**src/rtl/booth_pkg.sv**
```systemverilog
// booth_pkg: shared types and helpers for the
// iterative radix-4 Booth multiplier.
package booth_pkg;

  typedef enum logic [1:0] {
    IDLE,
    BUSY,
    DONE
  } state_t;

  // Magnitude select of one Booth digit.
  localparam logic [1:0] MAG_0 = 2'd0;
  localparam logic [1:0] MAG_1 = 2'd1;
  localparam logic [1:0] MAG_2 = 2'd2;

  typedef struct packed {
    logic       neg;
    logic [1:0] mag;
  } digit_t;

  function automatic int booth_digits(input int w);
    return w / 2 + 1;
  endfunction

  // Radix-4 recoding of a 3-bit overlapping window.
  // 3'b111 is a zero digit, not a negative one.
  function automatic digit_t booth_enc(input logic [2:0] win);
    digit_t d;
    d = '{neg: 1'b0, mag: MAG_0};
    unique case (win)
      3'b000, 3'b111: d = '{neg: 1'b0, mag: MAG_0};
      3'b001, 3'b010: d = '{neg: 1'b0, mag: MAG_1};
      3'b011:         d = '{neg: 1'b0, mag: MAG_2};
      3'b100:         d = '{neg: 1'b1, mag: MAG_2};
      3'b101, 3'b110: d = '{neg: 1'b1, mag: MAG_1};
    endcase
    return d;
  endfunction

endpackage

```
**src/rtl/booth_pp_gen.sv**
```systemverilog
// booth_pp_gen: one radix-4 Booth partial product
// as a one's-complement word plus a carry-in bit.
import booth_pkg::*;

module booth_pp_gen #(
  parameter int W = 7
) (
  input  logic [W:0]   a_ext,
  input  logic [2:0]   win,
  output logic [W+1:0] gen,
  output logic         neg
);

  digit_t       d;
  logic [W+1:0] mag;

  // Select 0, A or 2A, invert for negative digits.
  always_comb begin
    d   = booth_enc(win);
    mag = '0;
    unique case (d.mag)
      MAG_1:   mag = {a_ext[W], a_ext};
      MAG_2:   mag = {a_ext, 1'b0};
      default: mag = '0;
    endcase
    gen = d.neg ? ~mag : mag;
    neg = d.neg;
  end

endmodule

```
**src/rtl/booth_seq_mul.sv**
```systemverilog
// booth_seq_mul: sequential radix-4 Booth multiplier,
// one digit per clock, valid/ready on both sides.
import booth_pkg::*;

module booth_seq_mul #(
  parameter int W = 7
) (
  input  logic           clk,
  input  logic           rst,
  input  logic           in_valid,
  output logic           in_ready,
  input  logic [W-1:0]   a,
  input  logic [W-1:0]   b,
  input  logic           mode,
  output logic           out_valid,
  input  logic           out_ready,
  output logic [2*W-1:0] p
);

  localparam int D  = booth_digits(W);
  localparam int CW = $clog2(D + 1);
  localparam int SW = 2 * D + 1;
  localparam int AW = 2 * W + 2;

  state_t          state;
  logic [CW-1:0]   cnt;
  logic [AW-1:0]   acc;
  logic [W:0]      a_ext;
  logic [SW-1:0]   sr;

  logic [W:0]      a_x;
  logic [2*D-1:0]  b_x;
  logic [W+1:0]    gen;
  logic            neg;
  logic [AW-1:0]   addend;
  logic [AW-1:0]   acc_nx;
  logic            accept;

  assign in_ready = (state == IDLE) ||
                    (state == DONE && out_ready);
  assign accept   = in_valid && in_ready;

  assign a_x = {mode & a[W-1], a};
  assign b_x = {{(2*D-W){mode & b[W-1]}}, b};

  booth_pp_gen #(.W(W)) u_pp (
    .a_ext (a_ext),
    .win   (sr[2:0]),
    .gen   (gen),
    .neg   (neg)
  );

  // Weight the current partial product by 4^cnt.
  always_comb begin
    addend = ({{W{gen[W+1]}}, gen} + AW'(neg))
             << (2 * cnt);
    acc_nx = acc + addend;
  end

  // FSM, operand latch, digit loop and result register.
  always_ff @(posedge clk) begin
    if (rst) begin
      state     <= IDLE;
      cnt       <= '0;
      acc       <= '0;
      a_ext     <= '0;
      sr        <= '0;
      out_valid <= 1'b0;
      p         <= '0;
    end else if (accept) begin
      state     <= BUSY;
      a_ext     <= a_x;
      sr        <= {b_x, 1'b0};
      acc       <= '0;
      cnt       <= '0;
      out_valid <= 1'b0;
    end else begin
      unique case (state)
        BUSY: begin
          acc <= acc_nx;
          sr  <= SW'($signed(sr) >>> 2);
          cnt <= cnt + 1'b1;
          if (cnt == CW'(D - 1)) begin
            state     <= DONE;
            out_valid <= 1'b1;
            p         <= acc_nx[2*W-1:0];
          end
        end
        DONE: begin
          if (out_ready) begin
            state     <= IDLE;
            out_valid <= 1'b0;
          end
        end
        default: ;
      endcase
    end
  end

endmodule

```
**config.mk**
```make
export PLATFORM = sky130hd
export DESIGN_NAME = booth_seq_mul
export DESIGN_NICKNAME = d
export VERILOG_FILES = /design/src/rtl/booth_pkg.sv /design/src/rtl/booth_pp_gen.sv /design/src/rtl/booth_seq_mul.sv
export SDC_FILE = /design/constraint.sdc
export NUM_CORES = 1
export LEC_CHECK = 0
export BUFFER_PORTS_ARGS = -buffer_cell sky130_fd_sc_hd__buf_4
export CAP_MARGIN = 0
export CORE_ASPECT_RATIO = 2
export CORE_MARGIN = 4
export CORE_UTILIZATION = 40
export DETAILED_ROUTE_END_ITERATION = 8
export HOLD_SLACK_MARGIN = 0.05
export PLACE_DENSITY_LB_ADDON = 0.3
export SLEW_MARGIN = 30
export SYNTH_ARGS = -nofsm -noshare
export SYNTH_HDL_FRONTEND = slang
export SYNTH_SLANG_ARGS = --single-unit
```
**constraint.sdc**
```tcl
create_clock -name clk -period 5.7 [get_ports clk]
set_input_delay 0.57 -clock clk [delete_from_list [all_inputs] [get_ports clk]]
set_output_delay 0.57 -clock clk [all_outputs]
set_load 0.05 [all_outputs]
```
== After elaboration in Yosys (flattened, before gate mapping) ==
Memories as Yosys holds them, arrays and structs flattened.
Cells that the tools add are included.

* Output and inout bits: 16
* Input bits: 19
* Flip-flop bits (word level): 53
* Memories kept: 1
* Memory bits (read-only): 24
* Word-level logic and storage cells: 50

* Shift-type cells: 1
* $add $sub $neg: 3
* Equality and inequality tests: 9
* Bitwise logic cells: 4
* Mux-type cells: 11
* Reduce and logical (&&, ||, !) cells: 11

{| class="wikitable"
|+ Memory list
! memory !! words !! width !! rd ports !! clocked after Yosys merged registers in !! wr ports !! line !! text
|-
| (name not given) || 8 || 3 || 1 || 0 || 0 || booth_pkg.sv:30 || <nowiki>unique case (win)</nowiki>
|}

{| class="wikitable"
|+ Operator list
! cell !! count
|-
| 9-bit two-way mux || 2
|-
| 9-bit one-hot mux with 2 select lines || 1
|-
| 16-bit adder || 1
|-
| 16-bit by 4-bit left shift with 16-bit output || 1
|-
| 9-bit by 2-bit adder with 10-bit output || 1
|-
| 9-bit inverter || 1
|-
| 3-bit AND reduction || 3
|-
| 8-bit two-way mux || 1
|-
| 3-bit != test (second input constant) || 2
|-
| 2-bit by 1-bit equality test with 1-bit output (second input constant) || 2
|-
| 2-bit equality test (second input constant) || 2
|-
| 2-bit two-way mux || 2
|-
| 2-bit != test (second input constant) || 2
|-
| 2-bit one-hot mux with 2 select lines || 1
|-
| 2-bit nonzero test || 2
|-
| 3-bit by 1-bit adder with 3-bit output (second input constant) || 1
|-
| 3-bit by 2-bit equality test with 1-bit output (second input constant) || 1
|-
| 1-bit two-way mux || 3
|-
| 3-bit nonzero test || 1
|-
| 1-bit bitwise AND || 2
|-
| 1-bit logical AND || 2
|-
| 2-bit zero test || 1
|-
| 1-bit one-hot mux with 2 select lines || 1
|-
| 2-bit OR reduction || 1
|-
| 2 further kinds || 2
|}

== Depth between registers and ports, before layout ==
Gate-level depths: netlist of the first run.
An unclocked memory read counts as a cell.

* Depth after elaboration: 8
* Gate-level depth with buffers: 27
* Mapped depth without buffers: 25

== By module ==
A second synthesis of the first run with hierarchy kept.

* Cells, all modules: 430
* Area total of the unflattened synthesis: 3,254.4 µm²

{| class="wikitable"
|+ Modules (own cells, without submodules)
! module !! sequential area each (µm²) !! area each (µm²) !! cells an instance !! times used
|-
| booth_seq_mul || 1,001.0 || 2,925.3 || 386 || 1
|-
| booth_pp_gen || 0.0 || 329.1 || 44 || 1
|}

== Worst setup path after synthesis of the first run ==
Ideal clock, no wire load.

* Path type: register -> register
* From: reg sr[0]
* To: reg p[13]
* Period minus slack after synthesis: 4.741 ns
* Setup slack: 0.959 ns
* Buffers on the path: 2
* Data arrival time: 4.680 ns
* Setup time: 0.062 ns
* Stages on the path, launching flop included: 26
* Data required time: 5.638 ns
* Cell sequence: dfxtp_1 -> inv_1 -> ha_1 -> mux2_2 -> ha_1 -> clkbuf_2 -> clkbuf_8 -> nand3b_1 -> ha_1 -> ha_1 -> inv_1 -> xnor2_1 -> or2_2 -> o31ai_1 -> xnor2_1 -> o21ai_1 -> nor2_1 -> ha_1 -> o21a_1 -> o21ai_0 -> o311ai_1 -> o41ai_1 -> o21ai_0 -> nor4_1 -> o21bai_1 -> nand3_1

* Longest elaborated chain between the ends: 8
* Elaborated cells on any way between the ends: 9
* Classes of those cells: add/sub: 2; eq/ne: 2; shift: 1; mux: 2; bitwise: 1; memory: 1

{| class="wikitable"
|+ Ends and longest elaborated chain
! item !! line !! text
|-
| start: declaration || booth_seq_mul.sv:29 || <nowiki>logic [SW-1:0] sr;</nowiki>
|-
| start signal: assignment || booth_seq_mul.sv:73 || <nowiki>sr <= {b_x, 1'b0};</nowiki>
|-
| start signal: assignment || booth_seq_mul.sv:81 || <nowiki>sr <= SW'($signed(sr) >>> 2);</nowiki>
|-
| memory 8 x 3 bit * || - ||
|-
| 2-bit equality test or 2-bit by 1-bit equality test with 1-bit output (tied branches) || booth_pp_gen.sv:21 || <nowiki>unique case (d.mag)</nowiki>
|-
| 9-bit one-hot mux with 2 select lines || booth_pp_gen.sv:21 ||
|-
| 9-bit inverter || booth_pp_gen.sv:26 || <nowiki>gen = d.neg ? ~mag : mag;</nowiki>
|-
| 9-bit two-way mux || booth_pp_gen.sv:26 ||
|-
| 9-bit by 2-bit adder with 10-bit output * || booth_seq_mul.sv:55 || <nowiki>addend = ({{W{gen[W+1]}}, gen} + AW'(neg))</nowiki>
|-
| 16-bit by 4-bit left shift with 16-bit output * || booth_seq_mul.sv:55 ||
|-
| 16-bit adder * || booth_seq_mul.sv:57 || <nowiki>acc_nx = acc + addend;</nowiki>
|-
| end signal: assignment || booth_seq_mul.sv:86 || <nowiki>p <= acc_nx[2*W-1:0];</nowiki>
|-
| end: declaration || booth_seq_mul.sv:17 || <nowiki>output logic [2*W-1:0] p</nowiki>
|}

Every way passes the cells marked *; elsewhere a longest branch is shown, timed or not.
A chain may end at the register's enable or synchronous reset.

== Final worst setup path of the first run ==
* From: reg sr[0]
* To: reg p[12]

Same word-level chain as after synthesis.

==> impl_metrics.xml, run 1 <==
<?xml version="1.0" encoding="UTF-8"?>
<metrics>
  <group name="logic_synthesis">
    <metric name="synth_largest_type_area_fraction" unit="">0.274</metric>
    <metric name="synth_fa_ha_area_frac" unit="">0.0842</metric>
    <metric name="synth_enable_flop_cells" unit="">0</metric>
    <metric name="synth_flop_cell" unit="">sky130_fd_sc_hd__dfxtp_1</metric>
    <metric name="post-synth-top-area-cell" unit="">sky130_fd_sc_hd__dfxtp_1</metric>
    <metric name="post_synth_mux_area_share" unit="">0.0171</metric>
    <metric name="yosysUniqueCellTypes" unit="">73</metric>
    <metric name="synth_xor_area_frac" unit="">0.0383</metric>
    <metric name="asyncSetResetFlopFracSynth" unit="">0</metric>
    <metric name="netlist_instances" unit="">491</metric>
    <metric name="synth.most_common_cell" unit="">sky130_fd_sc_hd__nand2_1</metric>
    <metric name="postSynthRegisterBits" unit="">50</metric>
    <metric name="synth_nets" unit="">534</metric>
    <metric name="share_of_the_synthesized_area_in_compound_gates_ao_oa_aoi_oai" unit="">0.255</metric>
    <metric name="synth_top_family_by_area" unit="">compound AO/OA/AOI/OAI gates</metric>
    <metric name="synth-simple-area-share" unit="">0.254</metric>
    <metric name="mappedNetlistArea" unit="um^2">3660</metric>
    <metric name="synth-warning-count" unit="">0</metric>
    <metric name="synth_sequential_area_ratio" unit="">0.274</metric>
    <metric name="synthesis.area_per_instance" unit="um^2">7.45</metric>
    <metric name="synth_common_cells" unit="">sky130_fd_sc_hd__nand2_1, sky130_fd_sc_hd__a21oi_1, sky130_fd_sc_hd__dfxtp_1</metric>
    <metric name="synth.area.top_cells" unit="">sky130_fd_sc_hd__dfxtp_1, sky130_fd_sc_hd__nand2_1, sky130_fd_sc_hd__ha_1, sky130_fd_sc_hd__a21oi_1, sky130_fd_sc_hd__nor2_1</metric>
  </group>
  <group name="setup_path">
    <metric name="critPathTopFamily" unit="">compound AO/OA/AOI/OAI gates</metric>
    <metric name="critical_path.slowest_cell" unit="">sky130_fd_sc_hd__a211oi_1</metric>
    <metric name="setup.worst_path.start_class" unit="">flip-flop</metric>
    <metric name="timing.critical_path.mode_cell" unit="">sky130_fd_sc_hd__ha_1</metric>
    <metric name="setup.worst_path.end_class" unit="">flip-flop</metric>
    <metric name="critical_path_class" unit="">reg2reg</metric>
    <metric name="cp.buffers_inverters" unit="">2</metric>
    <metric name="cp_cell_sequence" unit="">inv_1, ha_1, mux2_2, ha_1, nand3b_1, ha_1, ha_1, inv_1, xnor2_1, o21ai_0, xnor2_1, nor3_1, ha_1, nor2b_1, o21ai_0, a21boi_0, o21ai_1, a211oi_1, o211ai_1, a2111o_1, nand3_1</metric>
    <metric name="cpPeakStageDelay" unit="ns">0.48</metric>
    <metric name="critPathArrivalTime" unit="ns">5.51</metric>
    <metric name="critPathMaxFanout" unit="">9</metric>
    <metric name="timing.critical_path.required" unit="ns">5.94</metric>
  </group>
  <group name="outcome">
    <metric name="run_status" unit="">finished, final reports clean</metric>
  </group>
  <group name="cts">
    <metric name="cts.path.max_buffers" unit="">2</metric>
    <metric name="clock_latency" unit="ns">0.30</metric>
    <metric name="cts_inserted_buffers" unit="">5</metric>
    <metric name="clock_sinks" unit="">50</metric>
    <metric name="cts_max_level" unit="">2</metric>
    <metric name="cts_root_buf" unit="">sky130_fd_sc_hd__clkbuf_16</metric>
    <metric name="number_of_hold_buffers_added_after_cts" unit="">0</metric>
    <metric name="cts_tree" unit="">done</metric>
    <metric name="cts.reportedPaths.clkPinSlew" unit="ns">0.07</metric>
  </group>
  <group name="final_layout">
    <metric name="finalNetCount" unit="">547</metric>
    <metric name="drive_gt1_frac" unit="">0.143</metric>
    <metric name="antenna_cells_inserted" unit="">0</metric>
    <metric name="post_synthesis_to_final_layout_area_growth" unit="%">10.7</metric>
    <metric name="design_area" unit="um^2">4050</metric>
  </group>
  <group name="power_and_ir_drop">
    <metric name="highest_ir_drop_seen_on_vdd" unit="mV">0.185</metric>
    <metric name="power_leakage" unit="nW">1.56</metric>
    <metric name="power_per_cell_area" unit="nW/um^2">241</metric>
  </group>
  <group name="sta">
    <metric name="number_of_failing_setup_endpoints_in_the_final_timing_report" unit="">0</metric>
    <metric name="fmax" unit="MHz">190</metric>
    <metric name="slew_viol_final" unit="">0</metric>
    <metric name="grt_setup_unrepaired" unit="">no</metric>
    <metric name="final_setup_slack_of_the_worst_path" unit="ns">0.429</metric>
    <metric name="timing.setup.tns" unit="ns">0</metric>
    <metric name="tmin_final" unit="ns">5.27</metric>
    <metric name="transition_at_the_pin_with_the_smallest_max_transition_slack" unit="ns">0.714</metric>
    <metric name="slew_headroom" unit="">0.523</metric>
    <metric name="maximum_clock_skew_at_final_layout" unit="ns">0.00815</metric>
    <metric name="post-route-period-util" unit="">0.925</metric>
    <metric name="finalHoldViolCount" unit="">0</metric>
    <metric name="finalHoldWorstSlack" unit="ns">0.453</metric>
  </group>
  <group name="drt">
    <metric name="num_vias" unit="">3461</metric>
    <metric name="route.detailed.wl_per_inst" unit="um">15.6</metric>
    <metric name="post_route_drc_violation_count" unit="">0</metric>
    <metric name="vias_per_cell" unit="">5.70</metric>
    <metric name="detail_route.wirelength" unit="um">9490</metric>
    <metric name="number_of_detailed_routing_iterations_run_before_antenna_repair" unit="">6</metric>
    <metric name="detail_route.iter0.violations" unit="">172</metric>
    <metric name="final_antenna_net_count" unit="">0</metric>
  </group>
  <group name="grt">
    <metric name="grt_max_degree" unit="">41</metric>
    <metric name="antenna_found_initial" unit="">0</metric>
    <metric name="grt_use_total" unit="">0.186</metric>
    <metric name="grt_overflow" unit="">0</metric>
    <metric name="wire_length_of_the_first_global_routing_pass" unit="um">15800</metric>
    <metric name="number_of_global_route_vias_before_repair" unit="">3419</metric>
  </group>
  <group name="floorplanning">
    <metric name="num_rows" unit="">49</metric>
    <metric name="core_area" unit="um^2">8950</metric>
    <metric name="boundaryPins" unit="">35</metric>
    <metric name="die_height" unit="um">143</metric>
    <metric name="design.die.area" unit="um^2">10800</metric>
    <metric name="die_width" unit="um">75.6</metric>
    <metric name="floorplan.initialDensity" unit="">0.408</metric>
  </group>
  <group name="hold_path">
    <metric name="min_path_type" unit="">reg2reg</metric>
  </group>
  <group name="place">
    <metric name="placement_stage_worst_setup_slack" unit="ns">0.437</metric>
    <metric name="gp_congestion" unit="">0.904</metric>
    <metric name="dp_hpwl" unit="um">7390</metric>
    <metric name="placement.cell_area" unit="um^2">3860</metric>
    <metric name="number_of_port_buffers" unit="">34</metric>
  </group>
  <group name="job">
    <metric name="cap_viol_max_count" unit="">0</metric>
  </group>
</metrics>
[metal layers]
metal  routed length (um)  global-route usage  part of all wire  vias to the layer above
met4                  556               0.121             0.059                        0
met3                  218              0.0218             0.023                       35
met5                    0                   0                 0                        -
met1                 3470               0.189              0.37                     1608
li1                     -                   -                 -                     1747
met2                 5250               0.338              0.55                       71
[what timing repair did]
item,CTS,global route
setup endpoints to repair,0,2
gates resized for setup,0,1
endpoints found under the hold margin,0,0
setup buffers,0,0
[area by class of cell]
type	count	area, um^2
Timing Repair Buffer	39	293
Sequential cell	50	1000
Multi-Input combinational cell	390	2380
Clock buffer	5	125
Clock inverter	3	48.8
Tap cell	102	128
Fill cell	914	4900
Inverter	18	72.6
[state kept, by name, summed over array words and instances (netlist names)]
register / flops
acc: 14
state: 1
sr: 9
out_valid: 1
p: 14
cnt: 3
a_ext: 8
[worst register-to-register path: cells and delay by family, from the launching register on]
kind | cells | cell delay (ns)
AND/OR/NAND/NOR | 4 | 0.49
AO/OA/AOI/OAI | 7 | 1.83
buffers and inverters | 2 | 0.17
XOR/XNOR | 2 | 0.54
multiplexers | 1 | 0.28
adder cells (fa/ha/maj) | 5 | 1.54
flip-flops | 1 | 0.37
[cell families (layout without fill, tap and decap cells)]
family	Yosys count	in the layout
compound gates	138	138
xor+xnor	16	16
fa+ha+maj	24	24
buf+inv	51	65
flops	50	50
mux	6	6
simple gates	206	206
[final timing paths]
path	start	endpoint	slack [ns]	cells past startpoint
hold / removal	sr[8]$_SDFFE_PP0P_	sr[8]$_SDFFE_PP0P_	0.45	2
setup reg to reg	sr[0]$_SDFFE_PP0P_	p[12]$_SDFFE_PP0P_	0.43	21
hold reg to reg	sr[8]$_SDFFE_PP0P_	sr[8]$_SDFFE_PP0P_	0.45	2
setup / recovery	sr[0]$_SDFFE_PP0P_	p[12]$_SDFFE_PP0P_	0.43	21
[cells in the final DEF, fill, tap and decap left out, drive strengths merged, types with 4 or more instances in the layout]
cell type / instances
buf: 39
nand2b: 5
nor3: 13
a311oi: 7
nand3: 13
nor2: 49
clkbuf: 5
nor4: 4
or3: 4
dfxtp: 50
mux2i: 4
a22oi: 5
nand3b: 4
o21ai: 19
o21a: 5
inv: 18
and2: 4
ha: 23
xnor2: 14
nand2: 95
a21oi: 54
a211oi: 10
[stage by stage]
step | cells | total power (W) | utilization
floorplan | 491 | 0.000580 | -
global placement | 599 | 0.000625 | 0.432
detailed placement | 599 | 0.000630 | 0.432
CTS | 607 | 0.000984 | 0.451
global route | 607 | 0.00103 | 0.452
finish | 607 | 0.000974 | 0.452
[report_power, final]
group / leakage, nW / switching (W) / internal (W) / total [W]
combinational: 1.07 / 0.000147 / 0.0000966 / 0.000244
sequential: 0.407 / 0.0000172 / 0.000363 / 0.000381
clock: 0.0819 / 0.000140 / 0.000210 / 0.000350
(Power assumes the default switching activity.)
==> inputs of run 2 (changes only) <==
--- a/config.mk
+++ b/config.mk
@@ -10,7 +10,9 @@
 export CORE_ASPECT_RATIO = 2
 export CORE_MARGIN = 4
 export CORE_UTILIZATION = 40
+export CTS_CLUSTER_SIZE = 10
 export DETAILED_ROUTE_END_ITERATION = 8
+export GPL_TIMING_DRIVEN = 0
 export HOLD_SLACK_MARGIN = 0.05
 export PLACE_DENSITY_LB_ADDON = 0.3
 export SLEW_MARGIN = 30
==> constraint.sdc (replaced) <==
create_clock -name clk -period 4.73 [get_ports clk]
set_input_delay 0.473 -clock clk [delete_from_list [all_inputs] [get_ports clk]]
set_output_delay 0.473 -clock clk [all_outputs]
set_load 0.05 [all_outputs]
==> run 2 against run 1 <==
  * The run now ends with setup timing left
  * Non-clock buffer count increased by 53
  * First-iteration DRC count decreased by 11%
  * Flip-flop and latch count unchanged
  * Worst setup slack got worse by 0.61 ns
  * Clock skew about the same
  * Sequential power increased by 19%
  * Utilization increased by 8.5 points
  * Register-to-register slack got worse by 0.61 ns
  * Die area unchanged
  * Final area increased by 19%
  * Highest routed layer unchanged
==> impl_metrics.xml, run 2 (same netlist as run 1, synthesis figures left out) <==
<?xml version="1.0" encoding="UTF-8"?>
<metrics>
  <group name="outcome">
    <metric name="run_status" unit="">finished, violations left</metric>
    <metric name="failed_checks" unit="">setup timing</metric>
  </group>
  <group name="setup_path">
    <metric name="cp_num_cells" unit="">22</metric>
    <metric name="critical_path.endpoint" unit="">acc[13]$_SDFFE_PP0P_</metric>
    <metric name="timing.critical_path.mode_cell" unit="">sky130_fd_sc_hd__ha_4</metric>
    <metric name="critPathArrivalTime" unit="ns">5.14</metric>
    <metric name="reg2reg_from" unit="">sr[1]$_SDFFE_PP0P_</metric>
    <metric name="r2r-end" unit="">acc[13]$_SDFFE_PP0P_</metric>
    <metric name="critPathTopFamily" unit="">compound AO/OA/AOI/OAI gates</metric>
    <metric name="timing.critical_path.required" unit="ns">4.95</metric>
    <metric name="setup.worst_path.start_class" unit="">flip-flop</metric>
    <metric name="cp_cell_sequence" unit="">inv_4, ha_4, mux2_4, ha_4, clkbuf_16, nand3b_1, ha_4, nand2b_4, or4_4, nor2_4, o21ai_4, a311oi_4, nor3_2, ha_1, o21a_1, o21ai_2, o311ai_4, o41ai_4, o21a_1, nand2_1, mux2i_1, mux2i_1</metric>
    <metric name="cp.buffers_inverters" unit="">2</metric>
    <metric name="cpPeakStageDelay" unit="ns">0.59</metric>
    <metric name="ff2ff_setup_slack" unit="ns">-0.18</metric>
    <metric name="crit_path_start" unit="">sr[1]$_SDFFE_PP0P_</metric>
    <metric name="critical_path.slowest_cell" unit="">sky130_fd_sc_hd__or4_4</metric>
    <metric name="critical_path_class" unit="">reg2reg</metric>
    <metric name="r2r_cells" unit="">22</metric>
    <metric name="setup.worst_path.end_class" unit="">flip-flop</metric>
    <metric name="critPathMaxFanout" unit="">4</metric>
  </group>
  <group name="drt">
    <metric name="vias_per_cell" unit="">5.73</metric>
    <metric name="route.detailed.wl_per_inst" unit="um">17.3</metric>
    <metric name="number_of_detailed_routing_iterations_run_before_antenna_repair" unit="">4</metric>
    <metric name="detail_route.wirelength" unit="um">11400</metric>
    <metric name="post_route_drc_violation_count" unit="">0</metric>
    <metric name="final_antenna_net_count" unit="">0</metric>
    <metric name="detail_route.iter0.violations" unit="">153</metric>
    <metric name="num_vias" unit="">3781</metric>
  </group>
  <group name="sta">
    <metric name="number_of_failing_setup_endpoints_in_the_final_timing_report" unit="">8</metric>
    <metric name="post-route-period-util" unit="">1.04</metric>
    <metric name="maximum_clock_skew_at_final_layout" unit="ns">0.00841</metric>
    <metric name="slew_viol_final" unit="">0</metric>
    <metric name="fmax" unit="MHz">204</metric>
    <metric name="grt_setup_unrepaired" unit="">yes</metric>
    <metric name="slew_headroom" unit="">0.492</metric>
    <metric name="timing.setup.tns" unit="ns">-0.757</metric>
    <metric name="tmin_final" unit="ns">4.91</metric>
    <metric name="finalHoldViolCount" unit="">0</metric>
    <metric name="transition_at_the_pin_with_the_smallest_max_transition_slack" unit="ns">0.756</metric>
    <metric name="final_setup_slack_of_the_worst_path" unit="ns">-0.183</metric>
  </group>
  <group name="grt">
    <metric name="groute.layer.met2.usage" unit="">0.394</metric>
    <metric name="busiest_layer" unit="">met2</metric>
    <metric name="gr_util_met3" unit="">0.0324</metric>
    <metric name="wire_length_of_the_first_global_routing_pass" unit="um">18100</metric>
    <metric name="grt_overflow" unit="">0</metric>
    <metric name="antenna_found_initial" unit="">0</metric>
    <metric name="grt_max_degree" unit="">19</metric>
    <metric name="met1_usage" unit="">0.207</metric>
    <metric name="number_of_global_route_vias_before_repair" unit="">3903</metric>
    <metric name="grt_use_total" unit="">0.216</metric>
  </group>
  <group name="place">
    <metric name="dp_hpwl" unit="um">8320</metric>
    <metric name="number_of_port_buffers" unit="">34</metric>
    <metric name="gp_congestion" unit="">0.931</metric>
  </group>
  <group name="cts">
    <metric name="cts_tree" unit="">done</metric>
    <metric name="cts_inserted_buffers" unit="">5</metric>
    <metric name="cts_max_level" unit="">2</metric>
    <metric name="cts_root_buf" unit="">sky130_fd_sc_hd__clkbuf_16</metric>
    <metric name="clock_sinks" unit="">50</metric>
    <metric name="clock_latency" unit="ns">0.30</metric>
    <metric name="cts.path.max_buffers" unit="">2</metric>
    <metric name="number_of_hold_buffers_added_after_cts" unit="">0</metric>
    <metric name="cts.reportedPaths.clkPinSlew" unit="ns">0.07</metric>
  </group>
  <group name="final_layout">
    <metric name="layout.cells.most_common_list" unit="">sky130_fd_sc_hd__nand2_1, sky130_fd_sc_hd__buf_4, sky130_fd_sc_hd__a21oi_1</metric>
    <metric name="final_common_cell" unit="">sky130_fd_sc_hd__nand2_1</metric>
    <metric name="finalNetCount" unit="">600</metric>
    <metric name="finalCoreUtilization" unit="">0.537</metric>
    <metric name="layout_top_registers" unit="">acc: 14 flops, p: 14 flops, sr: 9 flops</metric>
    <metric name="post_synthesis_to_final_layout_area_growth" unit="%">31.5</metric>
    <metric name="drive_gt1_frac" unit="">0.272</metric>
    <metric name="antenna_cells_inserted" unit="">0</metric>
  </group>
  <group name="floorplanning">
    <metric name="boundaryPins" unit="">35</metric>
    <metric name="die_width" unit="um">75.6</metric>
    <metric name="die_height" unit="um">143</metric>
    <metric name="floorplan.initialDensity" unit="">0.408</metric>
    <metric name="design.die.area" unit="um^2">10800</metric>
    <metric name="core_area" unit="um^2">8950</metric>
    <metric name="num_rows" unit="">49</metric>
  </group>
  <group name="power_and_ir_drop">
    <metric name="highest_ir_drop_seen_on_vdd" unit="mV">0.287</metric>
    <metric name="power_per_cell_area" unit="nW/um^2">263</metric>
    <metric name="power_leakage" unit="nW">1.88</metric>
  </group>
  <group name="hold_path">
    <metric name="min_path_type" unit="">in2reg</metric>
  </group>
  <group name="job">
    <metric name="cap_viol_max_count" unit="">0</metric>
  </group>
</metrics>
run 2: worst min path at each step:
| stage | start | end | depth (start not counted) |
|---|---|---|---|
| global placement | p[8]$_SDFFE_PP0P_ | p[8]$_SDFFE_PP0P_ | 2 |
| global route | a[1] | a_ext[1]$_SDFFE_PP0P_ | 3 |
| finish | a[3] | a_ext[3]$_SDFFE_PP0P_ | 3 |
| detailed placement | sr[8]$_SDFFE_PP0P_ | sr[8]$_SDFFE_PP0P_ | 2 |
| floorplan | sr[8]$_SDFFE_PP0P_ | sr[8]$_SDFFE_PP0P_ | 2 |
| CTS | a[3] | a_ext[3]$_SDFFE_PP0P_ | 3 |
run 2: repair_timing:
action,CTS,global route
pin swaps,22,42
buffers inserted,13,12
resized for setup,47,36
setup endpoints to repair,13,13
gates cloned,0,1
run 2: worst reg2reg max path, cell delays in order, from the launching register on:
cell and delay [ns]:
sky130_fd_sc_hd__dfxtp_4 0.38, sky130_fd_sc_hd__inv_4 0.04, sky130_fd_sc_hd__ha_4 0.14, sky130_fd_sc_hd__mux2_4 0.27
sky130_fd_sc_hd__ha_4 0.30, sky130_fd_sc_hd__clkbuf_16 0.13, sky130_fd_sc_hd__nand3b_1 0.14, sky130_fd_sc_hd__ha_4 0.17
sky130_fd_sc_hd__nand2b_4 0.05, sky130_fd_sc_hd__or4_4 0.59, sky130_fd_sc_hd__nor2_4 0.17, sky130_fd_sc_hd__o21ai_4 0.08
sky130_fd_sc_hd__a311oi_4 0.32, sky130_fd_sc_hd__nor3_2 0.08, sky130_fd_sc_hd__ha_1 0.34, sky130_fd_sc_hd__o21a_1 0.13
sky130_fd_sc_hd__o21ai_2 0.19, sky130_fd_sc_hd__o311ai_4 0.16, sky130_fd_sc_hd__o41ai_4 0.46, sky130_fd_sc_hd__o21a_1 0.24
sky130_fd_sc_hd__nand2_1 0.06, sky130_fd_sc_hd__mux2i_1 0.17, sky130_fd_sc_hd__mux2i_1 0.22
run 2: area by class of cell:
cell class,instances,area [um^2]
clock buffers,5,125
plain buffers,32,223
multi-input cells,390,2740
inverters,18,80.1
flip-flops and latches,50,1010
repair buffers,60,472
fillers,842,4140
clock inverters,3,28.8
well taps,102,128
run 2: per-layer routing:
layer	up-vias	share of wire
li1	1865	-
met1	1763	0.35
met2	104	0.55
met3	49	0.031
met4	0	0.069
met5	-	0
run 2: stage by stage:
step	instance area (um^2)	hold slack [ns]	total power (W)	worst slack (ns)	std cells
5_1_grt	4810	0.424	0.00133	-0.419	660
6_report	4810	0.415	0.00126	-0.183	660
3_5_place_dp	4050	0.449	0.000785	-0.702	627
2_1_floorplan	3660	0.427	0.000699	0.120	491
4_1_cts	4520	0.416	0.00122	-0.106	648
3_3_place_gp	4050	0.446	0.000779	-0.548	627
run 2: where the power goes:
part | total [W] | internal, W | switching (W)
clock network | 0.000379 | 0.000203 | 0.000176
registers | 0.000455 | 0.000437 | 0.0000172
logic | 0.000431 | 0.000197 | 0.000234
==> inputs of run 3 (changes only) <==
--- a/config.mk
+++ b/config.mk
@@ -15,6 +15,7 @@
 export GPL_TIMING_DRIVEN = 0
 export HOLD_SLACK_MARGIN = 0.05
 export PLACE_DENSITY_LB_ADDON = 0.3
+export RECOVER_POWER = 25
 export SLEW_MARGIN = 30
 export SYNTH_ARGS = -nofsm -noshare
 export SYNTH_HDL_FRONTEND = slang
==> run 3 against run 2 <==
  * The flow still finishes with violations (setup timing)
  * Via count increased by 0.32%
  * First-iteration DRC count decreased by 3.3%
  * Sequential share of layout area increased by 0.23 points
  * Utilization decreased by 0.59 points
  * Die area unchanged
  * Critical endpoint unchanged
==> impl_metrics.xml, run 3 (same netlist as run 1, synthesis figures left out) <==
<?xml version="1.0" encoding="UTF-8"?>
<metrics>
  <group name="outcome">
    <metric name="run_status" unit="">finished, violations left</metric>
    <metric name="failed_checks" unit="">setup timing</metric>
  </group>
  <group name="sta">
    <metric name="final_setup_slack_of_the_worst_path" unit="ns">-0.182</metric>
    <metric name="finalHoldWorstSlack" unit="ns">0.416</metric>
    <metric name="number_of_failing_setup_endpoints_in_the_final_timing_report" unit="">8</metric>
    <metric name="tmin_final" unit="ns">4.91</metric>
    <metric name="slew_headroom" unit="">0.494</metric>
    <metric name="slew_viol_final" unit="">0</metric>
    <metric name="fmax" unit="MHz">204</metric>
    <metric name="finalHoldViolCount" unit="">0</metric>
    <metric name="post-route-period-util" unit="">1.04</metric>
    <metric name="grt_setup_unrepaired" unit="">yes</metric>
    <metric name="maximum_clock_skew_at_final_layout" unit="ns">0.00830</metric>
    <metric name="transition_at_the_pin_with_the_smallest_max_transition_slack" unit="ns">0.753</metric>
  </group>
  <group name="setup_path">
    <metric name="timing.critical_path.required" unit="ns">4.95</metric>
    <metric name="critical_path_class" unit="">reg2reg</metric>
    <metric name="critPathMaxFanout" unit="">4</metric>
    <metric name="setup.worst_path.start_class" unit="">flip-flop</metric>
    <metric name="ff2ff_setup_slack" unit="ns">-0.18</metric>
    <metric name="critPathArrivalTime" unit="ns">5.14</metric>
    <metric name="setup.worst_path.end_class" unit="">flip-flop</metric>
  </group>
  <group name="cts">
    <metric name="cts_max_level" unit="">2</metric>
    <metric name="cts_tree" unit="">done</metric>
    <metric name="cts.reportedPaths.clkPinSlew" unit="ns">0.07</metric>
    <metric name="cts_inserted_buffers" unit="">5</metric>
    <metric name="cts_root_buf" unit="">sky130_fd_sc_hd__clkbuf_16</metric>
    <metric name="clock_latency" unit="ns">0.30</metric>
    <metric name="cts.path.max_buffers" unit="">2</metric>
    <metric name="clock_sinks" unit="">50</metric>
    <metric name="number_of_hold_buffers_added_after_cts" unit="">0</metric>
  </group>
  <group name="hold_path">
    <metric name="min_path_type" unit="">in2reg</metric>
  </group>
  <group name="final_layout">
    <metric name="post_synthesis_to_final_layout_area_growth" unit="%">30.0</metric>
    <metric name="final_common_cell" unit="">sky130_fd_sc_hd__nand2_1</metric>
    <metric name="finalNetCount" unit="">600</metric>
    <metric name="layout.cells.most_common_list" unit="">sky130_fd_sc_hd__nand2_1, sky130_fd_sc_hd__a21oi_1, sky130_fd_sc_hd__dfxtp_1</metric>
    <metric name="antenna_cells_inserted" unit="">0</metric>
    <metric name="drive_gt1_frac" unit="">0.247</metric>
    <metric name="layout_top_registers" unit="">acc: 14 flops, p: 14 flops, sr: 9 flops</metric>
  </group>
  <group name="grt">
    <metric name="grt_max_degree" unit="">19</metric>
    <metric name="groute.layer.met2.usage" unit="">0.394</metric>
    <metric name="busiest_layer" unit="">met2</metric>
    <metric name="met1_usage" unit="">0.207</metric>
    <metric name="antenna_found_initial" unit="">0</metric>
    <metric name="grt_overflow" unit="">0</metric>
    <metric name="wire_length_of_the_first_global_routing_pass" unit="um">18100</metric>
    <metric name="grt_use_total" unit="">0.216</metric>
    <metric name="gr_util_met3" unit="">0.0324</metric>
    <metric name="number_of_global_route_vias_before_repair" unit="">3903</metric>
  </group>
  <group name="floorplanning">
    <metric name="floorplan.initialDensity" unit="">0.408</metric>
    <metric name="design.die.area" unit="um^2">10800</metric>
    <metric name="num_rows" unit="">49</metric>
    <metric name="boundaryPins" unit="">35</metric>
    <metric name="core_area" unit="um^2">8950</metric>
    <metric name="die_width" unit="um">75.6</metric>
    <metric name="die_height" unit="um">143</metric>
  </group>
  <group name="drt">
    <metric name="detail_route.wirelength" unit="um">11400</metric>
    <metric name="final_antenna_net_count" unit="">0</metric>
    <metric name="detail_route.iter0.violations" unit="">148</metric>
    <metric name="number_of_detailed_routing_iterations_run_before_antenna_repair" unit="">4</metric>
    <metric name="vias_per_cell" unit="">5.75</metric>
    <metric name="post_route_drc_violation_count" unit="">0</metric>
    <metric name="num_vias" unit="">3793</metric>
    <metric name="route.detailed.wl_per_inst" unit="um">17.2</metric>
  </group>
  <group name="place">
    <metric name="number_of_port_buffers" unit="">34</metric>
    <metric name="gp_congestion" unit="">0.931</metric>
    <metric name="dp_hpwl" unit="um">8320</metric>
  </group>
  <group name="power_and_ir_drop">
    <metric name="highest_ir_drop_seen_on_vdd" unit="mV">0.287</metric>
    <metric name="power_per_cell_area" unit="nW/um^2">266</metric>
    <metric name="totalPowerFinal" unit="W">0.00126</metric>
    <metric name="power_leakage" unit="nW">1.82</metric>
  </group>
  <group name="job">
    <metric name="cap_viol_max_count" unit="">0</metric>
  </group>
</metrics>
## run 3: cell types whose count changed in the layout (fill, tap and decap cells not counted)
| cell | before | now |
|---|---|---|
| sky130_fd_sc_hd__buf_4 | 59 | 45 |
| sky130_fd_sc_hd__clkbuf_1 | 20 | 34 |
## run 3: final timing paths
check | from | to | depth (start not counted)
worst min-delay path | a[3] | a_ext[3]$_SDFFE_PP0P_ | 3
worst max register to register | sr[1]$_SDFFE_PP0P_ | acc[13]$_SDFFE_PP0P_ | 22
worst min register to register | p[3]$_SDFFE_PP0P_ | p[3]$_SDFFE_PP0P_ | 2
worst max-delay path | sr[1]$_SDFFE_PP0P_ | acc[13]$_SDFFE_PP0P_ | 22
## run 3: cell type report
class / instances / area, um^2
inverter: 18 / 80.1
clock inverter: 3 / 28.8
clock buffer: 5 / 125
multi-input combinational: 390 / 2740
timing repair buffer: 60 / 419
sequential: 50 / 1010
fill: 855 / 4200
buffer: 32 / 223
tap: 102 / 128
## run 3: worst max-delay path, cell delays in order, from the launching register on
cell and delay (ns):
sky130_fd_sc_hd__dfxtp_4 0.38, sky130_fd_sc_hd__inv_4 0.04, sky130_fd_sc_hd__ha_4 0.14, sky130_fd_sc_hd__mux2_4 0.27, sky130_fd_sc_hd__ha_4 0.30, sky130_fd_sc_hd__clkbuf_16 0.13
sky130_fd_sc_hd__nand3b_1 0.14, sky130_fd_sc_hd__ha_4 0.17, sky130_fd_sc_hd__nand2b_4 0.05, sky130_fd_sc_hd__or4_4 0.59, sky130_fd_sc_hd__nor2_4 0.17, sky130_fd_sc_hd__o21ai_4 0.08
sky130_fd_sc_hd__a311oi_4 0.32, sky130_fd_sc_hd__nor3_2 0.08, sky130_fd_sc_hd__ha_1 0.34, sky130_fd_sc_hd__o21a_1 0.13, sky130_fd_sc_hd__o21ai_2 0.18, sky130_fd_sc_hd__o311ai_4 0.15
sky130_fd_sc_hd__o41ai_4 0.46, sky130_fd_sc_hd__o21a_1 0.24, sky130_fd_sc_hd__nand2_1 0.06, sky130_fd_sc_hd__mux2i_1 0.17, sky130_fd_sc_hd__mux2i_1 0.22
## run 3: timing repair
action | CTS | global route
pin swaps | 22 | 42
setup buffers | 13 | 12
cloned | 0 | 1
setup endpoints to repair | 13 | 13
gates resized for setup | 47 | 36
## run 3: power breakdown
| part | switching [W] | internal, W | leakage [nW] | total [W] |
|---|---|---|---|---|
| clock | 0.000175 | 0.000203 | 0.0763 | 0.000377 |
| combinational | 0.000234 | 0.000197 | 1.34 | 0.000431 |
| sequential | 0.0000172 | 0.000437 | 0.408 | 0.000455 |
## run 3: layer usage
metal  vias up  routed length (um)
li1       1866                   -
met1      1776                3940
met2       102                6330
met3        49                 327
met4         0                 768
met5         -                   0
## run 3: stage by stage
step / area (um^2) / cells / setup slack, ns / setup TNS (ns) / util
final: 4750 / 660 / -0.182 / -0.689 / 0.531
after CTS: 4520 / 648 / -0.106 / -0.331 / 0.505
after floorplan: 3660 / 491 / 0.120 / 0 / -
after global placement: 4050 / 627 / -0.548 / -3.40 / 0.452
after global routing: 4750 / 660 / -0.419 / -2.40 / 0.531
after detailed placement: 4050 / 627 / -0.702 / -4.60 / 0.452
